[src/rtl/bounce_emulator.sv]
// Switch-bounce emulator: turns a clean level change into a burst of
// toggles that always ends on the new level, then holds it stable for a
// settle window before the next change is accepted.
module bounce_emulator #(
  parameter int          RANDOM     = 1,
  parameter logic [15:0] SEED       = 16'hACE1,
  parameter int          MIN_GAP    = 4,
  parameter int          GAP_RAND_W = 4,
  parameter int          FIX_K      = 2,
  parameter int          SETTLE_CYC = 16
) (
  input  logic clk,
  input  logic reset_n,
  input  logic clean,
  input  logic enable,
  output logic noisy,
  output logic busy,
  output logic bounce_done
);

  // Gap counter holds (gap - 1), so it must reach MIN_GAP + 2^GAP_RAND_W - 2;
  // sizing for the full gap value leaves comfortable headroom.
  localparam int GAP_MAX = MIN_GAP + (2 ** GAP_RAND_W) - 1;
  localparam int GAP_W   = $clog2(GAP_MAX + 1);
  localparam int SET_W   = (SETTLE_CYC > 1) ? $clog2(SETTLE_CYC) : 1;

  typedef enum logic [1:0] {
    IDLE   = 2'd0,
    BOUNCE = 2'd1,
    SETTLE = 2'd2
  } state_t;

  state_t             state;
  logic [15:0]        lfsr;
  logic               lfsr_fb;
  logic               level_q;
  logic               target;
  logic [GAP_W-1:0]   gap_cnt;
  logic [GAP_W-1:0]   gap_load;
  logic [2:0]         tog_cnt;
  logic [2:0]         tog_load;
  logic [SET_W-1:0]   set_cnt;

  // Fibonacci feedback from taps 16,14,13,11.
  assign lfsr_fb = lfsr[15] ^ lfsr[13] ^ lfsr[12] ^ lfsr[10];

  // Free-running LFSR, advances every cycle regardless of state.
  always_ff @(posedge clk or negedge reset_n) begin
    if (!reset_n) begin
      lfsr <= SEED;
    end else begin
      lfsr <= {lfsr[14:0], lfsr_fb};
    end
  end

  // Next gap (stored as gap - 1) and remaining toggle count after the first
  // toggle (2k - 2), selected by the RANDOM mode.
  always_comb begin
    gap_load = GAP_W'(MIN_GAP - 1);
    tog_load = 3'(2 * FIX_K - 2);
    if (RANDOM != 0) begin
      gap_load = GAP_W'(MIN_GAP - 1) + GAP_W'(lfsr[GAP_RAND_W-1:0]);
      tog_load = {lfsr[1:0], 1'b0};
    end
  end

  // Sequence FSM with registered noisy/busy/bounce_done.
  always_ff @(posedge clk or negedge reset_n) begin
    if (!reset_n) begin
      state       <= IDLE;
      noisy       <= 1'b0;
      level_q     <= 1'b0;
      target      <= 1'b0;
      busy        <= 1'b0;
      bounce_done <= 1'b0;
      gap_cnt     <= '0;
      tog_cnt     <= '0;
      set_cnt     <= '0;
    end else begin
      bounce_done <= 1'b0;
      if (!enable) begin
        state   <= IDLE;
        noisy   <= clean;
        level_q <= clean;
        busy    <= 1'b0;
        gap_cnt <= '0;
        tog_cnt <= '0;
        set_cnt <= '0;
      end else begin
        unique case (state)
          IDLE: begin
            busy <= 1'b0;
            if (clean != level_q) begin
              target  <= clean;
              noisy   <= clean;
              busy    <= 1'b1;
              tog_cnt <= tog_load;
              gap_cnt <= gap_load;
              // A single-toggle sequence (k = 1) is already on target.
              if (tog_load == '0) begin
                state   <= SETTLE;
                set_cnt <= SET_W'(SETTLE_CYC - 1);
              end else begin
                state   <= BOUNCE;
              end
            end
          end
          BOUNCE: begin
            if (gap_cnt == '0) begin
              noisy   <= ~noisy;
              tog_cnt <= tog_cnt - 3'd1;
              if (tog_cnt == 3'd1) begin
                noisy   <= target;
                state   <= SETTLE;
                set_cnt <= SET_W'(SETTLE_CYC - 1);
              end else begin
                gap_cnt <= gap_load;
              end
            end else begin
              gap_cnt <= gap_cnt - GAP_W'(1);
            end
          end
          SETTLE: begin
            if (set_cnt == '0) begin
              state       <= IDLE;
              level_q     <= target;
              busy        <= 1'b0;
              bounce_done <= 1'b1;
            end else begin
              set_cnt <= set_cnt - SET_W'(1);
            end
          end
          default: begin
            state <= IDLE;
            busy  <= 1'b0;
          end
        endcase
      end
    end
  end

endmodule

[config.mk]
export PLATFORM = sky130hd
export DESIGN_NAME = bounce_emulator
export DESIGN_NICKNAME = d
export VERILOG_FILES = /design/src/rtl/bounce_emulator.sv
export SDC_FILE = /design/constraint.sdc
export NUM_CORES = 1
export LEC_CHECK = 0
export BUFFER_PORTS_ARGS = -buffer_cell sky130_fd_sc_hd__clkbuf_2
export CORE_MARGIN = 2
export CORE_UTILIZATION = 60
export DETAILED_ROUTE_END_ITERATION = 10
export GPL_ROUTABILITY_DRIVEN = 0
export PLACE_DENSITY = 0.84
export REMOVE_ABC_BUFFERS = 1
export SYNTH_ARGS = -nofsm -noshare
export SYNTH_HDL_FRONTEND = slang
export SYNTH_SLANG_ARGS = --single-unit
[constraint.sdc]
create_clock -name clk -period 2.6 [get_ports clk]
set_input_delay 0.78 -clock clk [delete_from_list [all_inputs] [get_ports clk]]
set_output_delay 0.78 -clock clk [all_outputs]
set_load 0.01 [all_outputs]
==> results by group <==
Outcome
  • Status: finished, final reports clean

Setup path
  • Setup crit start kind: flop
  • Critical Path Slowest Stage Cell: ha_1
  • Bufs and invs on worst path: 2
  • Family with the most delay on the worst path: compound AO/OA/AOI/OAI gates
  • Worst Path Required: 2870 ps
  • Slowest stage delay, CP: 440 ps
  • CP cell instances: inv_1 > ha_1 > nand2_1 > a21oi_1 > nor4bb_1 > buf_4 > a21o_1 > a21oi_1
  • Critical Path AT: 2460 ps
  • CP max FO: 9
  • CP Class: reg -> reg
  • Setup crit end kind: flop
  • Top cell by count, worst path: a21oi_1

Yosys
  • Synth top cells by count: dfrtp_1 (27), nand2_1 (21), o21ai_0 (14)
  • Area leader, netlist: dfrtp_1
  • Synth top area cells: dfrtp_1 (39%), dfstp_2 (12%), ha_1 (6.5%)
  • Post-synth EDFFs: 0
  • Ys async rst share: 100%
  • Mapped Avg Cell Area: 10.8 µm²
  • Most numerous cell in the Yosys netlist: dfrtp_1
  • Main synth FF type: dfrtp_1
  • Mapped Cells: 161
  • Synth Register Bits: 35
  • Mapped Area: 1730 µm²
  • Sequential fraction of the synthesis area: 51.1%
  • Yosys cell types: 44
  • Share of the synthesized area in the top cell type: 39.0%
  • Synth warn: 0

Global routing
  • Tot GR Track Use: 22.6%
  • Initial antenna violation count: 0
  • First-pass GRT wire length: 5580 µm
  • Largest net degree at the start of global routing: 36
  • Gr ovfl total: 0
  • Vias in the first global route: 1,213

STA
  • Final period utilization: 84.3%
  • Relative slew slack: 44.7%
  • Final min period: 2190 ps
  • Final hold violations: 0
  • Final WS setup: 409 ps
  • RSZ-0062 raised after global routing: no
  • Worst slew pin tran: 829 ps
  • Clk_skew: 9.48 ps
  • Fmax: 0.456 GHz
  • Fin. max-slew vios: 0
  • Setup violators final: 0
  • Final setup TNS: 0 ps

Die
  • Die Area: 3340 µm²
  • Starting density of the core: 62.9%
  • Top-Level Pins: 7
  • Die width: 57.8 µm
  • Rows: 19
  • Chip Height: 57.8 µm
  • Core area: 2760 µm²

Finish
  • Antenna cells: 0
  • Area grow syn2layout: 5.70%
  • Fin area: 1830 µm²
  • Final nets: 184
  • Layout cells sized above 1: 17.4%

Min path
  • Worst min-delay path category: reg -> reg

Route
  • Detail Route Antenna Nets: 0
  • Via density: 5.96
  • Final wirelength: 3100 µm
  • DRT iter0 DRCs: 54
  • DRC: 0
  • Wire per inst: 15.3 µm
  • Via Count: 1,209
  • Drt first pass iters: 4

Placement
  • Post-detail-place hpwl: 2230 µm
  • Port buffer count: 6
  • Dpl ws: 354 ps
  • Area after DPL: 1780 µm²

Clock tree
  • Maximum clock path buffer count: 2
  • PostCTS Resize Cnt: 0
  • CTS Hold Buffers Added: 0
  • Clock Latency Late Sink: 350 ps
  • Clock net sink count: 35
  • TritonCTS clock tree: yes
  • H-tree lvl count: 2
  • Total CTS buffers: 5
  • CTS Root Cell: clkbuf_4
  • Number of setup buffers added after CTS: 0
  • Clock transition at path regs: 100 ps

Power and ir drop
  • Pwr Total: 0.00148 W
  • Pwr dens: 805 nW/µm²
  • Peak VDD IR: 0.817 mV
  • Static Leakage: 0.836 nW

Run
  • Max-Cap Viols: 0
path summary, 6_finish.rpt:
check | cells after the start | startpoint | slack, ps | to
worst max-delay path | 8 | state[1] | 410 | set_cnt[3]
worst min-delay path | 0 | lfsr[4] | 360 | lfsr[5]
worst max register to register | 8 | state[1] | 410 | set_cnt[3]
worst min register to register | 0 | lfsr[4] | 360 | lfsr[5]
max in group asynchronous | 1 | reset_n | 1570 | busy
min in group asynchronous | 1 | reset_n | 510 | tog_cnt[0]
layout make-up:
| cell class | count | area (µm²) |
|---|---|---|
| inverter | 11 | 41.3 |
| multi-input combinational | 110 | 772 |
| sequential | 35 | 886 |
| timing repair buffer | 8 | 45.0 |
| fill | 207 | 925 |
| clock inverter | 1 | 5.00 |
| clock buffer | 7 | 45.0 |
| tap | 31 | 38.8 |
sequential cells by signal, summed over array words and instances, names as in the netlist:
register and cells:
bounce_done 1, busy 1, gap_cnt 5, level_q 1, lfsr 16, noisy 1, set_cnt 4, state 2
target 1, tog_cnt 3
placed cells by master, fill, tap and decap left out, types with 4 or more instances in the layout:
cell / Yosys / routed
a21oi_1: 6 / 6
clkbuf_2: 0 / 6
clkbuf_4: 0 / 5
dfrtp_1: 27 / 27
dfstp_2: 8 / 8
ha_1: 9 / 9
inv_1: 11 / 11
nand2_1: 21 / 21
nand3_1: 4 / 4
nor2_1: 5 / 5
nor3_1: 6 / 6
o21ai_0: 14 / 14
xnor2_1: 5 / 5
cells by family after synthesis:
group | Yosys count | share of synthesized area (%)
DFF | 35 | 51.1
buffers and inverters | 16 | 4.40
adders and majority gates | 9 | 6.49
xor gates and xnor gates | 8 | 4.47
and+or+nand+nor | 51 | 16.0
AOI/OAI and AO/OA | 38 | 15.2
muxes | 4 | 2.38
routing by layer:
metal,GRT usage (%),part of all wire (%),vias to the layer above
met1,29.8,47,593
li1,-,-,581
met5,0,0,-
met2,33.6,46,27
met3,8.71,5.2,8
met4,9.63,2.1,0
power by group:
| group | internal, W | switching (W) | leakage (nW) |
|---|---|---|---|
| Combinational | 0.000231 | 0.000285 | 0.368 |
| Sequential | 0.000616 | 0.0000635 | 0.438 |
| Clock | 0.000105 | 0.000174 | 0.0293 |
metrics by stage:
stage | hold slack [ps] | util (%) | std cells
2_1_floorplan | 331 | - | 156
3_3_place_gp | 338 | 64.7 | 195
3_5_place_dp | 346 | 64.7 | 195
4_1_cts | 364 | 66.5 | 203
5_1_grt | 367 | 66.5 | 203
6_report | 362 | 66.5 | 203
Note: power is estimated with default switching activity, not from simulation.
